$ cat src/rtl/alu_pkg.sv
// Shared definitions for the 4-bit ALU and its issue queue:
// op encodings, datapath width and the queued command format.
package alu_pkg;

  localparam int ALU_W = 4;

  localparam logic [1:0] OP_ADD = 2'b00;
  localparam logic [1:0] OP_AND = 2'b01;
  localparam logic [1:0] OP_OR  = 2'b10;
  localparam logic [1:0] OP_XOR = 2'b11;

  typedef struct packed {
    logic [ALU_W-1:0] a;
    logic [ALU_W-1:0] b;
    logic [1:0]       op;
    logic             use_acc;
  } alu_cmd_t;

endpackage

$ cat src/rtl/cmd_fifo.sv
// Generic DEPTH-entry synchronous FIFO with registered occupancy count.
// Pushes while full and pops while empty are ignored.
module cmd_fifo #(
  parameter int DEPTH = 4,
  parameter int WIDTH = 8
) (
  input  logic                     clk,
  input  logic                     rst_n,
  input  logic                     push,
  input  logic                     pop,
  input  logic [WIDTH-1:0]         din,
  output logic [WIDTH-1:0]         dout,
  output logic                     full,
  output logic                     empty,
  output logic [$clog2(DEPTH):0]   count
);

  localparam int AW = $clog2(DEPTH);
  localparam logic [AW:0] FULL_CNT = (AW+1)'(DEPTH);

  logic [WIDTH-1:0] mem_q [DEPTH];
  logic [WIDTH-1:0] mem_d [DEPTH];
  logic [AW-1:0]    wr_ptr_q, wr_ptr_d;
  logic [AW-1:0]    rd_ptr_q, rd_ptr_d;
  logic [AW:0]      count_q, count_d;
  logic             push_ok, pop_ok;

  assign full    = (count_q == FULL_CNT);
  assign empty   = (count_q == '0);
  assign count   = count_q;
  assign dout    = mem_q[rd_ptr_q];
  assign push_ok = push && !full;
  assign pop_ok  = pop && !empty;

  // Pointers are AW bits wide, so they wrap modulo DEPTH on their own.
  always_comb begin
    mem_d    = mem_q;
    wr_ptr_d = wr_ptr_q;
    rd_ptr_d = rd_ptr_q;
    count_d  = count_q;
    if (push_ok) begin
      mem_d[wr_ptr_q] = din;
      wr_ptr_d        = wr_ptr_q + 1'b1;
    end
    if (pop_ok) begin
      rd_ptr_d = rd_ptr_q + 1'b1;
    end
    case ({push_ok, pop_ok})
      2'b10:   count_d = count_q + 1'b1;
      2'b01:   count_d = count_q - 1'b1;
      default: count_d = count_q;
    endcase
  end

  always_ff @(posedge clk or negedge rst_n) begin
    if (!rst_n) begin
      for (int i = 0; i < DEPTH; i++) mem_q[i] <= '0;
      wr_ptr_q <= '0;
      rd_ptr_q <= '0;
      count_q  <= '0;
    end else begin
      mem_q    <= mem_d;
      wr_ptr_q <= wr_ptr_d;
      rd_ptr_q <= rd_ptr_d;
      count_q  <= count_d;
    end
  end

endmodule

$ cat src/rtl/alu_issue_queue.sv
// Issue stage for the 4-bit ALU: buffers commands, drives the head onto the
// ALU, and captures the result into an output slot plus an accumulator.
module alu_issue_queue
  import alu_pkg::*;
#(
  parameter int DEPTH = 4,
  parameter int W     = 4
) (
  input  logic         clk,
  input  logic         rst_n,
  input  logic         cmd_valid,
  output logic         cmd_ready,
  input  logic [W-1:0] cmd_a,
  input  logic [W-1:0] cmd_b,
  input  logic [1:0]   cmd_op,
  input  logic         cmd_use_acc,
  output logic [W-1:0] alu_a,
  output logic [W-1:0] alu_b,
  output logic [1:0]   alu_op,
  input  logic [W-1:0] alu_out,
  input  logic         alu_equal,
  input  logic         alu_even,
  output logic         res_valid,
  input  logic         res_ready,
  output logic [W-1:0] res_out,
  output logic         res_equal,
  output logic         res_even,
  output logic [W-1:0] acc
);

  localparam int CW = $clog2(DEPTH) + 1;
  localparam logic [CW-1:0] FULL_CNT = CW'(DEPTH);

  alu_cmd_t        cmd_in, head;
  logic            fifo_full, fifo_empty, fire;
  logic [CW-1:0]   fifo_count;

  logic            res_valid_q, res_valid_d;
  logic [W-1:0]    res_out_q, res_out_d;
  logic            res_equal_q, res_equal_d;
  logic            res_even_q, res_even_d;
  logic [W-1:0]    acc_q, acc_d;

  assign cmd_in = '{a: cmd_a, b: cmd_b, op: cmd_op, use_acc: cmd_use_acc};

  cmd_fifo #(
    .DEPTH (DEPTH),
    .WIDTH ($bits(alu_cmd_t))
  ) u_cmd_fifo (
    .clk   (clk),
    .rst_n (rst_n),
    .push  (cmd_valid && !fifo_full),
    .pop   (fire),
    .din   (cmd_in),
    .dout  (head),
    .full  (fifo_full),
    .empty (fifo_empty),
    .count (fifo_count)
  );

  // Ready reflects last edge's occupancy only; a same-cycle pop never frees a slot.
  assign cmd_ready = (fifo_count != FULL_CNT);
  assign fire      = !fifo_empty && (!res_valid_q || res_ready);

  always_comb begin
    alu_a  = '0;
    alu_b  = '0;
    alu_op = OP_ADD;
    if (!fifo_empty) begin
      alu_a  = head.use_acc ? acc_q : head.a;
      alu_b  = head.b;
      alu_op = head.op;
    end
  end

  always_comb begin
    res_valid_d = res_valid_q;
    res_out_d   = res_out_q;
    res_equal_d = res_equal_q;
    res_even_d  = res_even_q;
    acc_d       = acc_q;
    if (fire) begin
      res_valid_d = 1'b1;
      res_out_d   = alu_out;
      res_equal_d = alu_equal;
      res_even_d  = alu_even;
      acc_d       = alu_out;
    end else if (res_ready) begin
      res_valid_d = 1'b0;
    end
  end

  always_ff @(posedge clk or negedge rst_n) begin
    if (!rst_n) begin
      res_valid_q <= 1'b0;
      res_out_q   <= '0;
      res_equal_q <= 1'b0;
      res_even_q  <= 1'b0;
      acc_q       <= '0;
    end else begin
      res_valid_q <= res_valid_d;
      res_out_q   <= res_out_d;
      res_equal_q <= res_equal_d;
      res_even_q  <= res_even_d;
      acc_q       <= acc_d;
    end
  end

  assign res_valid = res_valid_q;
  assign res_out   = res_out_q;
  assign res_equal = res_equal_q;
  assign res_even  = res_even_q;
  assign acc       = acc_q;

endmodule

$ cat config.mk
export PLATFORM = sky130hd
export DESIGN_NAME = alu_issue_queue
export DESIGN_NICKNAME = d
export VERILOG_FILES = /design/src/rtl/alu_pkg.sv /design/src/rtl/cmd_fifo.sv /design/src/rtl/alu_issue_queue.sv
export SDC_FILE = /design/constraint.sdc
export NUM_CORES = 1
export LEC_CHECK = 0
export ABC_AREA = 1
export BUFFER_PORTS_ARGS = -buffer_cell sky130_fd_sc_hd__buf_2
export CORE_AREA = 5 5 85 87
export CTS_CLUSTER_SIZE = 20
export DETAILED_ROUTE_END_ITERATION = 12
export DIE_AREA = 0 0 90 92
export PLACE_DENSITY = 0.72
export SETUP_SLACK_MARGIN = 0.3
export SKIP_CTS_REPAIR_TIMING = 1
export SLEW_MARGIN = 5
export SYNTH_ARGS = -nofsm -noshare
export SYNTH_HDL_FRONTEND = slang
export SYNTH_HIERARCHICAL = 1
export SYNTH_SLANG_ARGS = --single-unit
export TNS_END_PERCENT = 10
$ cat constraint.sdc
create_clock -name clk -period 2.2 [get_ports clk]
set_input_delay 0.11 -clock clk [delete_from_list [all_inputs] [get_ports clk]]
set_output_delay 0.11 -clock clk [all_outputs]
set_load 0.01 [all_outputs]
==> impl.org, run 1 <==
** Yosys
- The share of synthesized area in the top cell type comes to 0.4733.
- In this run, synthesis produced a sequential element count of 58.
- A synthesized cell averages 7.823 sq um.
- Synthesis produced a netlist with a net count of 419.
- During synthesis, Yosys emitted a total of 6 warnings.
- The cell area that synthesis handed to floorplanning was 3067 sq um.
- Library cell with the largest summed area after synthesis :: sky130_fd_sc_hd__dfrtp_1
- Seq/Total Area, Yosys :: 0.4733
- The netlist uses 23 different library cells.
- By area the synthesized netlist is led by sky130_fd_sc_hd__dfrtp_1, sky130_fd_sc_hd__nand2_1, sky130_fd_sc_hd__nand4_1.
- Number of instances in the synthesized netlist :: 392

** STA
- For the pin with the worst max-slew slack, the measured transition is 0.6770 ns.
- The worst pin sits at a relative slew slack of 0.5486.
- Across all hold checks on the routed design, the worst slack comes to -0.002507 ns.
- Setup repair after global routing could not meet its margin everywhere.
- Based on the critical path, the design can be clocked at up to 0.5153 GHz.
- Adding up every negative setup slack in the final design gives 0 ns.
- Final period utilization :: 0.8821
- Setup slack on the critical path of the routed design comes to 0.2594 ns.
- Across the routed clock network, the largest skew measured is 0.008416 ns.
- Setup violations remaining at the end of the flow were counted as 0.
- For the finished layout, the period the worst path requires is 1.941 ns.
- The max-slew violation count is 0.
- The final count of hold timing violations is 1.

** Routing
- Final routed wire length divided by cell count :: 15.69 um
- The first TritonRoute pass finished after 5 iterations.
- The detail route stage leaves a number of antenna-violating nets equal to 0.
- The detailed router finished its first iteration with 233 violations.
- The detailed router placed 2944 vias in this run.
- Drt total wl :: 8488 um
- Via density per instance :: 5.442
- DRC :: 0

** GRT
- For this run, the total global-route usage over all layers was measured as 0.2000.
- The initial antenna violation count was 0.
- Pin count of the biggest net entering global routing :: 51
- Global-route wire length before repair :: 13380 um
- The via count of the first global-routing pass is 2678.
- Overall overflow remaining after global route :: 0

** Die
- In this run the standard cell core region covers 6277 sq um.
- From bottom edge to top edge, the die measures 92 um.
- From left edge to right edge, the die measures 90 um.
- The floorplan has 29 rows.
- Num ports :: 43
- The initial utilization of the core area, before any placement, comes to 0.4885.
- The die covers 8280 sq um.

** Power and ir drop
- Cell leakage power :: 2.065 nW
- Power comes to 6.520 mW.
- The worst-case IR drop observed on VDD is 0.0008102 V.
- In this run the power density over the cells is 1687 nW/um^2.

** Placed design
- Dpl cells :: 497
- Placed inst area :: 3338 sq um
- The wire-length estimate of the detail-placed layout is 5311 um.
- Pre-CTS setup slack :: 0.07158 ns
- Buffers placed on the I/O ports in this run total 42.
- At the end of routability-driven placement, the weighted congestion stood at 0.8168.

** Worst hold path
- The min-delay analysis places its worst path in the category input pin to flip-flop.

** Clocking
- TritonCTS built the clock tree.
- The clock reaches the later pin of the worst-skew pair after 0.35 ns.
- CTS placed an instance of sky130_fd_sc_hd__clkbuf_8 at the clock tree root.
- Counting every sink on the clock net gives 58.
- H-Tree Depth :: 3
- In this run, CTS created clock tree buffers numbering 9.
- Maximum root-to-sink buffer count :: 2
- CTS clock-pin slew for the worst setup and hold paths :: 0.07 ns

** Layout
- Summing all non-filler instances in the final layout gives an area of 3865 sq um.
- Relative to the synthesized area, the layout overhead comes to 26.03%.
- Share of final-layout standard cells stronger than drive strength 1 :: 0.2737
- The filler cells instantiated in the layout total 558.
- Final antenna diode count :: 0
- At the end of the flow the core is filled with cells to 0.6157.
- After the last flow step, the layout net total stands at 486.
- Excluding fillers, the count of instances in the completed layout stands at 541.

** Critical path
- Capturing element type of the critical path :: output port
- Category of the critical setup timing path :: flip-flop to output port
- Crit path required time :: 2.09 ns
- Type of element launching the critical path :: flip-flop
- Worst endpoint data arrival time :: 1.83 ns
- In this run the worst path has a maximum fanout of 9.

** Run status
- The final reports fail on hold timing.
- Status :: finished, violations left

** Run
- The tool flagged a number of max-cap violations equal to 0.
## critical path, stage by stage, from the launching register on
cell and delay, ns:
sky130_fd_sc_hd__dfrtp_2 0.50, sky130_fd_sc_hd__buf_12 0.17, sky130_fd_sc_hd__buf_4 0.18, sky130_fd_sc_hd__buf_4 0.13, sky130_fd_sc_hd__nor2_1 0.03, sky130_fd_sc_hd__o21ai_0 0.18
sky130_fd_sc_hd__inv_1 0.07, sky130_fd_sc_hd__nor2_1 0.09, sky130_fd_sc_hd__buf_2 0.14
## per-layer routing
layer / track usage / vias up / share of wire
li1: - / 1415 / -
met1: 0.2564 / 1399 / 0.44
met2: 0.3220 / 109 / 0.48
met3: 0.05974 / 21 / 0.061
met4: 0.07196 / 0 / 0.024
met5: 0 / - / 0
## layout by cell type (no fill, tap or decap), drive strengths merged, types with 5 or more instances in the layout
cell	instances
o21ai	38
ha	5
nor2	50
dfrtp	58
inv	23
nand3	15
clkbuf	17
nand4	45
nand2	124
buf	83
## layout make-up
| class | count | area [sq um] | share of cell area |
|---|---|---|---|
| Clock buffer | 15 | 196.4 | 0.05083 |
| Clock inverter | 1 | 5.005 | 0.001295 |
| Inverter | 24 | 110.1 | 0.02849 |
| Multi-Input combinational cell | 279 | 1384 | 0.3580 |
| Sequential cell | 58 | 1454 | 0.3762 |
| Tap cell | 77 | 96.34 | 0.02493 |
| Timing Repair Buffer | 86 | 614.3 | 0.1590 |
| Timing Repair inverter | 1 | 5.005 | 0.001295 |
## registers in the layout, summed over array words and instances (netlist names)
register / flops
res_equal: 1
res_even: 1
res_out: 4
res_valid: 1
u_cmd_fifo/count: 3
u_cmd_fifo/mem_q: 44
u_cmd_fifo/rd_ptr_q: 2
u_cmd_fifo/wr_ptr_q: 2
## logic make-up (layout without fill, tap and decap cells)
group / Yosys count / after routing / synth area share
and+or+nand+nor: 234 / 234 / 0.3342
adders and majority gates: 6 / 6 / 0.02693
xor gates and xnor gates: 1 / 1 / 0.002856
DFF: 58 / 58 / 0.4733
AOI/OAI and AO/OA: 38 / 38 / 0.06324
buffers and inverters: 55 / 127 / 0.09955
## cells in the mapped netlist
cell type                  instances
sky130_fd_sc_hd__inv_2             1
sky130_fd_sc_hd__buf_4            12
sky130_fd_sc_hd__nand2_2           2
sky130_fd_sc_hd__inv_1            22
sky130_fd_sc_hd__inv_4             1
sky130_fd_sc_hd__buf_2             8
sky130_fd_sc_hd__nand2_1         121
sky130_fd_sc_hd__nand3_1          15
sky130_fd_sc_hd__o21ai_2           1
sky130_fd_sc_hd__dfrtp_1          58
sky130_fd_sc_hd__nor2_2            1
sky130_fd_sc_hd__clkbuf_1          5
sky130_fd_sc_hd__buf_8             1
sky130_fd_sc_hd__fa_1              1
sky130_fd_sc_hd__buf_6             4
sky130_fd_sc_hd__nand4_1          45
sky130_fd_sc_hd__xnor2_1           1
sky130_fd_sc_hd__ha_1              5
sky130_fd_sc_hd__buf_1             1
sky130_fd_sc_hd__nand2_4           1
sky130_fd_sc_hd__nor2_1           49
sky130_fd_sc_hd__o21ai_0          28
sky130_fd_sc_hd__o21ai_1           9
## where the power goes
group          total [mW]  leakage, nW  internal [mW]  switching (mW)
Sequential           1.91        0.719           1.57           0.343
Clock               0.985        0.106          0.562           0.423
Combinational        3.62         1.24           1.52            2.11
Total                6.52         2.07           3.65            2.87
## worst paths after layout
kind	start	endpoint	slack (ns)	cells past startpoint
max	u_cmd_fifo/rd_ptr_q[0]	alu_op[1]	0.26	8
min	alu_equal	res_equal	-0.003	3
max reg2reg	u_cmd_fifo/count[1]	u_cmd_fifo/count[1]	0.31	12
min reg2reg	u_cmd_fifo/mem_q[23]	u_cmd_fifo/mem_q[23]	0.47	2
max in group asynchronous	rst_n	u_cmd_fifo/count[2]	1.24	3
min in group asynchronous	rst_n	u_cmd_fifo/wr_ptr_q[1]	0.34	2
Power figures use the tool's default switching activity.
==> run 2: changes to the inputs <==
- ABC_AREA: 1 -> 0
- BUFFER_PORTS_ARGS: -buffer_cell sky130_fd_sc_hd__buf_2 -> -buffer_cell sky130_fd_sc_hd__buf_4
- CORE_AREA: 5 5 85 87 -> 5 5 81 83
- DIE_AREA: 0 0 90 92 -> 0 0 86 88
==> run 2 against run 1 <==
  * The run now ends clean
  * Design area decreased by 11%
  * Via count decreased by 44%
  * Global-route usage shrank 4.6 points
  * First-iteration DRC count fell by 74%
  * Worst hold slack improved by 0.011 ns
  * Sequential share of layout area grew 4.8 points
  * Count of clock-buffer cells in the layout down 1
  * Non-clock buffer count decreased by 27
  * Clock skew is essentially flat
  * Maximum frequency grew 0.34%
  * Sequential power rose by 4%
  * Critical path depth is 4 lower
  * Critical endpoint is now alu_b[3]
  * Largest cell class unchanged
  * Largest power group unchanged
==> impl.org, run 2 <==
** Layout
- In the final layout, the share of cells above drive strength 1 is 0.5726.
- Final #Nets :: 270
- Final antenna diode count :: 0
- Final non-filler cell area :: 3431 sq um
- Number of cells in the finished layout apart from fillers :: 323
- Highest-count cells in the layout ignoring fill and taps :: sky130_fd_sc_hd__buf_4, sky130_fd_sc_hd__dfrtp_1, sky130_fd_sc_hd__mux2_2, sky130_fd_sc_hd__clkbuf_8, sky130_fd_sc_hd__mux4_2
- The area growth from synthesis to layout is 25.15%.
- Most common cell after layout, fill and taps aside :: sky130_fd_sc_hd__buf_4
- Flip-flop count of the largest register, all copies and words added :: 44
- The layout has 479 filler cells.
- Ranked by flip-flop count, first place goes to u_cmd_fifo/mem_q.

** STA
- Total negative slack for setup checks :: 0 ns
- The final count of hold timing violations was 0.
- Clock skew on the completed layout was measured at 0.008596 ns.
- Based on the critical path, the design can be clocked at up to 0.5171 GHz.
- Fin. max-slew vios :: 0
- Hold timing on the final database bottoms out at a slack of 0.008214 ns.
- For the pin with the worst max-slew slack, the measured transition is 0.7216 ns.
- Setup-failing EPs final :: 0
- RSZ-0062 raised after global routing :: yes
- Minimum clock period after layout :: 1.934 ns
- Worst max-slew margin expressed relative to the limit :: 0.5190
- Of the available clock period, the critical path in the final layout requires 0.8791.

** Routing
- In the routed layout, each cell is associated on average with a via count of 5.062.
- After detailed routing, the total wire length is 5218 um.
- Total number of vias :: 1635
- Final routed wire length divided by cell count :: 16.15 um
- For this run, the detailed router's first-pass iteration total came to 4.
- DRC :: 0
- In this run, the number of DRC markers left after iteration 0 of detailed routing was 60.
- The detail route stage leaves a number of antenna-violating nets equal to 0.

** Yosys
- Leading register cell type out of synthesis :: sky130_fd_sc_hd__dfrtp_1
- Number of instances in the synthesized netlist :: 185
- Library cell with the largest summed area after synthesis :: sky130_fd_sc_hd__dfrtp_1
- Sorting the synthesized cells by how often they occur yields sky130_fd_sc_hd__dfrtp_1, sky130_fd_sc_hd__mux2_2, sky130_fd_sc_hd__mux4_2.
- Complex-gate fraction of the synthesized area :: 0.01095
- In this run, synthesis inferred 0 flip-flops with an integrated enable.
- Of the post-synthesis cell area, the dominant cell type holds 0.5294.
- The portion of synthesized area spent on multiplexers is 0.3181.
- Of all flip-flops after synthesis, the portion carrying an async set or reset was 1.000.
- Of the total synthesized cell area, the portion taken by AND, OR, NAND and NOR gates is 0.04884.
- Xor/xnor cell area share of the yosys netlist :: 0.01917
- Synthesized area per cell :: 14.82 sq um
- Most frequent cell after synthesis :: sky130_fd_sc_hd__dfrtp_1
- By area, the combinational part of the netlist is dominated by multiplexers.
- Most area-consuming cells after synthesis :: sky130_fd_sc_hd__dfrtp_1, sky130_fd_sc_hd__mux2_2, sky130_fd_sc_hd__mux4_2
- Yosys printed 6 warnings.
- Syn_nets :: 212
- Of the total synthesized cell area, the portion taken by full adders, half adders and majority gates is 0.03012.
- Synthesis inferred 58 register bits.
- Of the synthesized area, sequential elements account for 0.5294.
- The synthesized netlist occupies a cell area of 2741 sq um.
- The netlist uses 23 different library cells.

** Placed design
- Dpl cells :: 300
- Weighted congestion reported at the end of routability-driven placement :: 0.7146
- Port buffering added 42 buffers.
- Placed inst area :: 3147 sq um
- Detailed placement ended at an HPWL of 3524 um.

** Die
- Std-Cell Rows :: 28
- From bottom edge to top edge, the die measures 88 um.
- The total area inside the core boundary comes to 5781 sq um.
- Starting Density :: 0.4742
- The die is 86 um wide.
- Num ports :: 43
- Floorplan die area :: 7568 sq um

** Worst hold path
- The tightest min-delay check is of the input pin to flip-flop type.

** Critical path
- Among all stages on the critical path, the largest delay is contributed by sky130_fd_sc_hd__mux4_2.
- Dominant cell type by count on the critical path :: sky130_fd_sc_hd__buf_4
- CP top delay family :: multiplexers
- Capturing element type of the critical path :: output port
- At the worst endpoint, the arrival time is 1.82 ns.
- Type of element launching the critical path :: flip-flop
- Longest individual stage delay on the worst path :: 0.50 ns
- Along the worst path, the maximum fanout reaches 7.
- Ordered cell list for the critical path :: buf_4 -> mux4_2 -> nor2b_1 -> buf_4
- Category of the critical setup timing path :: flip-flop to output port
- Buffering stage count on the worst path with inverters included :: 2
- At the worst endpoint, the required time is 2.09 ns.

** Power and ir drop
- Cell leakage power :: 1.540 nW
- Pwr Density :: 1640 nW/um^2
- Peak VDD IR :: 0.0006905 V
- Power comes to 5.625 mW.

** Clocking
- TritonCTS built the clock tree.
- Clock-pin slew was measured on the worst setup and hold paths at 0.07 ns.
- Library cell used as clock root buffer :: sky130_fd_sc_hd__clkbuf_8
- The later pin in the worst-skew pair is clocked with a latency of 0.33 ns.
- In this run the number of H-tree levels came out at 3.
- Clk sink count :: 58
- Clock buffers created by TritonCTS :: 9
- The longest clock path from root to sink contains 2 buffers.

** Run
- The tool flagged a number of max-cap violations equal to 0.

** GRT
- Vias in the first global route :: 1748
- Initial antenna violation count :: 0
- Overall overflow remaining after global route :: 0
- For this run, the total global-route usage over all layers was measured as 0.1544.
- Entering global routing, the biggest net connects 59 pins.
- In the global route stage, met3 resource usage came out at 0.03104.
- The first global-routing pass estimated 8638 um of wire.
- For this run, global-route usage on met2 was measured as 0.2544.
- For met1 alone, demand over resource in global routing was 0.1870.
- Global-route layer with the greatest usage :: met2

** Run status
- The run finished with clean final reports.
==> run 2: cell count changes after synthesis, sizes merged, moves of 2 or more <==
cell / before / now
buf: 26 / 11
clkbuf: 5 / 1
inv: 24 / 7
mux2: 0 / 51
mux2i: 0 / 5
mux4: 0 / 11
nand2: 124 / 6
nand3: 15 / 0
nand4: 45 / 0
nor2: 50 / 10
nor2b: 0 / 7
o21ai: 38 / 1
xnor2: 1 / 3
xor2: 0 / 3
==> run 2: path summary, 6_finish.rpt <==
kind | startpoint | to | slack (ns) | depth (start not counted)
hold / removal | alu_out[3] | res_out[3] | 0.008 | 2
setup / recovery | u_cmd_fifo/rd_ptr_q[0] | alu_b[3] | 0.27 | 4
setup reg to reg | u_cmd_fifo/count[1] | u_cmd_fifo/count[2] | 0.30 | 8
hold reg to reg | u_cmd_fifo/mem_q[7] | u_cmd_fifo/mem_q[7] | 0.50 | 1
min in group asynchronous | rst_n | u_cmd_fifo/mem_q[38] | 0.38 | 2
max in group asynchronous | rst_n | u_cmd_fifo/rd_ptr_q[0] | 1.30 | 2
==> run 2: power breakdown <==
part,total [mW],switching [mW],internal (mW),leakage [nW]
clock network,0.978,0.394,0.585,0.101
logic,2.67,1.04,1.63,0.760
registers,1.98,0.363,1.62,0.680
==> run 2: area by class of cell <==
class	instances	area (sq um)	area share
flip-flops and latches	58	1456	0.4245
multi-input cells	108	1206	0.3516
repair buffers	59	450.4	0.1313
clock buffers	14	162.7	0.04741
well taps	75	93.84	0.02735
clock inverters	2	35.03	0.01021
inverters	7	26.28	0.007659
==> run 2: kinds of logic (layout without fill, tap and decap cells) <==
group                      after synthesis  count (layout)
muxes                                   67              67
DFF                                     58              58
and+or+nand+nor                         26              26
buffers and inverters                   19              82
adders and majority gates                6               6
xor gates and xnor gates                 6               6
AOI/OAI and AO/OA                        3               3
==> run 2: metal layers <==
layer / vias up / part of all wire / routed length [um]
met2: 42 / 0.51 / 2662
met3: 12 / 0.043 / 223
li1: 759 / - / -
met1: 822 / 0.42 / 2210
met5: - / 0 / 0
met4: 0 / 0.023 / 121
==> run 2: through the flow <==
stage,utilization,setup WS [ns]
2_1_floorplan,-,0.2233
3_3_place_gp,0.5444,0.2135
3_5_place_dp,0.5444,0.1603
4_1_cts,0.5786,0.1164
5_1_grt,0.5935,0.1518
6_report,0.5935,0.2660
==> run 3: changes to the inputs <==
- CORE_AREA: 5 5 81 83 -> 5 5 85 79
- DIE_AREA: 0 0 86 88 -> 0 0 90 84
- clock period: 2.2 -> 1.7 ns (I/O delays scaled with it)
==> run 3 against run 2 <==
  * The flow now finishes with violations (setup timing)
  * Global-route usage fell by 0.054 points
  * Non-clock buffer count rose by 24
  * Highest routed layer unchanged
  * Setup slack got worse by 0.46 ns
  * Worst hold slack barely moved
  * Sequential power rose by 27%
  * Wire length rose by 3.1%
  * Clock power rose by 27%
  * Critical path depth rose by 5
==> impl.org, run 3 (synthesis results as in run 2) <==
** Placed design
- Buffers on Ports :: 42
- Summed over all nets, the half-perimeter wirelength after detailed placement is 3891 um.
- Weighted congestion reported at the end of routability-driven placement :: 0.7569

** Critical path
- Type of element launching the critical path :: flip-flop
- The critical path in this run is classified as flip-flop to flip-flop.
- The largest single stage delay on the critical path is 0.44 ns.
- In this design, the critical path's most frequently occurring cell is sky130_fd_sc_hd__xor2_1.
- Ordered cell list for the critical path :: nor3b_4 -> nor2b_2 -> nand2b_1 -> ha_2 -> inv_2 -> fa_2 -> xor2_1 -> nor2_1 -> xor2_1
- STA puts the critical path data required time at 1.96 ns.
- CP max stage cell :: sky130_fd_sc_hd__dfrtp_2
- Capturing element type of the critical path :: flip-flop
- Max FO, Critical Path :: 4
- Worst endpoint data arrival time :: 2.15 ns

** Die
- For this configuration, the core starts out at a cell density of 0.4691.
- Vert. Die Dim :: 84 um
- Num ports :: 43
- Floorplan die area :: 7560 sq um
- The core region is 5844 sq um.
- In this run the core area contains 27 standard-cell rows.
- Die X-Extent :: 90 um

** STA
- Fin. max-slew vios :: 0
- The smallest clock period supported by the final layout is computed as 1.894 ns.
- Final period utilization :: 1.114
- WHS :: 0.008382 ns
- For the pin with the worst max-slew slack, the measured transition is 0.4429 ns.
- Based on the critical path, the design can be clocked at up to 0.5279 GHz.
- Once routing completed, OpenROAD measured the worst setup slack at -0.1941 ns.
- RSZ-0062 raised after global routing :: yes
- The final count of hold timing violations came to 0.
- For the final database, setup skew stands at 0.005816 ns.
- The worst pin sits at a relative slew slack of 0.7047.
- Setup-failing EPs final :: 12

** Routing
- Total number of vias :: 1726
- After detailed routing, the average wire length per cell comes to 15.64 um.
- The routed design uses 2661 um of met2 wire.
- The count of nets left with antenna violations once routing finished came out at 0.
- Wire segments on met3 add up to 283 um in the final route.
- Top routing layer used :: met4
- The first detailed-routing pass took 4 iterations.
- In the final routing, the length of wire on met1 measures 2351 um.
- DRC :: 0
- Using the TritonRoute via totals, the vias-per-cell ratio works out to 5.017.
- Drt total wl :: 5380 um
- Initial DRC Count :: 27

** Layout
- Layout area overhead :: 32.59%
- Measured on the finished design, the core utilization comes to 0.6219.
- Share of final-layout standard cells stronger than drive strength 1 :: 0.5956
- Final #Nets :: 294
- The library cell used most frequently in the layout, excluding fill and tap cells, is sky130_fd_sc_hd__buf_4.
- Highest-count cells in the layout ignoring fill and taps :: sky130_fd_sc_hd__buf_4, sky130_fd_sc_hd__dfrtp_1, sky130_fd_sc_hd__mux2_2, sky130_fd_sc_hd__clkbuf_8, sky130_fd_sc_hd__dlygate4sd3_1
- Flip-flop count of the largest register, all copies and words added :: 44
- Fill cell total of the finished layout :: 462
- 0 antenna diodes ended up in the layout.
- More flip-flops sit in one register than any other, and that register is u_cmd_fifo/mem_q.

** Clocking
- The clock net in this run drives a total of 58 sinks.
- Clock-pin slew was measured on the worst setup and hold paths at 0.06 ns.
- Clock latency at the later pin of the worst-skew pair :: 0.33 ns
- Maximum root-to-sink buffer count :: 2
- The cell sitting at the root of the clock tree is a sky130_fd_sc_hd__clkbuf_8.
- TritonCTS built the clock tree.
- CTS built an H-tree with a depth of 3.
- In this run, CTS created clock tree buffers numbering 9.

** GRT
- Overall overflow remaining after global route :: 0
- The via count of the first global-routing pass is 1805.
- Total track usage :: 0.1538
- Initial antenna violation count :: 0
- Global-route wire length before repair :: 9094 um
- Pin count of the biggest net entering global routing :: 35

** Run status
- The flow ran to the end, but the final reports show violations.
- The checks that failed: setup timing.

** Power and ir drop
- Pwr Density :: 2049 nW/um^2
- Peak VDD IR :: 0.001076 V
- Cell leakage power :: 1.652 nW

** Worst hold path
- Classification of the worst-slack hold path :: input pin to flip-flop

** Run
- Max_cap viols :: 0
## run 3: cell types whose count changed in the layout (fill, tap and decap cells not counted), moves of 2 or more
cell and change:
sky130_fd_sc_hd__dlygate4sd3_1 +9, sky130_fd_sc_hd__buf_6 +4, sky130_fd_sc_hd__clkbuf_8 +3, sky130_fd_sc_hd__nor2_1 -4
sky130_fd_sc_hd__clkbuf_1 -2, sky130_fd_sc_hd__nor2_2 +4, sky130_fd_sc_hd__buf_4 +11
## run 3: per-layer routing
layer,vias up,GRT usage
li1,804,-
met2,42,0.2453
met5,-,0
met3,7,0.05681
met1,873,0.1860
met4,0,0.06901
## run 3: cell type report
class	count	area [sq um]	area share
Sequential cell	58	1455	0.4003
Multi-Input combinational cell	108	1194	0.3284
Timing Repair Buffer	83	668.1	0.1838
Clock buffer	15	196.4	0.05404
Tap cell	72	90.09	0.02478
Inverter	7	26.28	0.007229
Clock inverter	1	5.005	0.001377
## run 3: worst paths after layout
check / startpoint / to / slack (ns) / depth (start not counted)
setup / recovery: u_cmd_fifo/count[1] / u_cmd_fifo/count[2] / -0.19 / 9
hold / removal: cmd_b[2] / u_cmd_fifo/mem_q[5] / 0.008 / 2
setup reg to reg: u_cmd_fifo/count[1] / u_cmd_fifo/count[2] / -0.19 / 9
hold reg to reg: u_cmd_fifo/mem_q[16] / u_cmd_fifo/mem_q[16] / 0.50 / 1
max in group asynchronous: rst_n / u_cmd_fifo/mem_q[15] / 0.92 / 3
min in group asynchronous: rst_n / res_even / 0.24 / 2
## run 3: power breakdown
| group | leakage, nW | switching (mW) | total, mW | internal [mW] |
|---|---|---|---|---|
| clock network | 0.106 | 0.515 | 1.24 | 0.727 |
| logic | 0.866 | 1.42 | 3.68 | 2.27 |
| registers | 0.681 | 0.431 | 2.52 | 2.09 |
## run 3: stage by stage
stage,power [mW],worst slack (ns),instance area [sq um],std cells,setup TNS (ns)
after floorplan,4.866,-0.2733,2760,185,-0.4325
after global placement,6.096,-0.1513,3279,315,-0.1835
after detailed placement,6.189,-0.2003,3279,315,-0.3103
after CTS,7.455,-0.2315,3481,331,-1.500
after global routing,7.994,-0.3227,3635,344,-3.530
final,7.449,-0.1941,3635,344,-1.220
## run 3: worst max-delay path: cells and delay by family (launching register included)
| kind | cells | cell delay [ns] |
|---|---|---|
| and+or+nand+nor | 4 | 0.54 |
| adders and majority gates | 2 | 0.51 |
| DFF | 1 | 0.44 |
| xor gates and xnor gates | 2 | 0.29 |
| buffers and inverters | 1 | 0.04 |
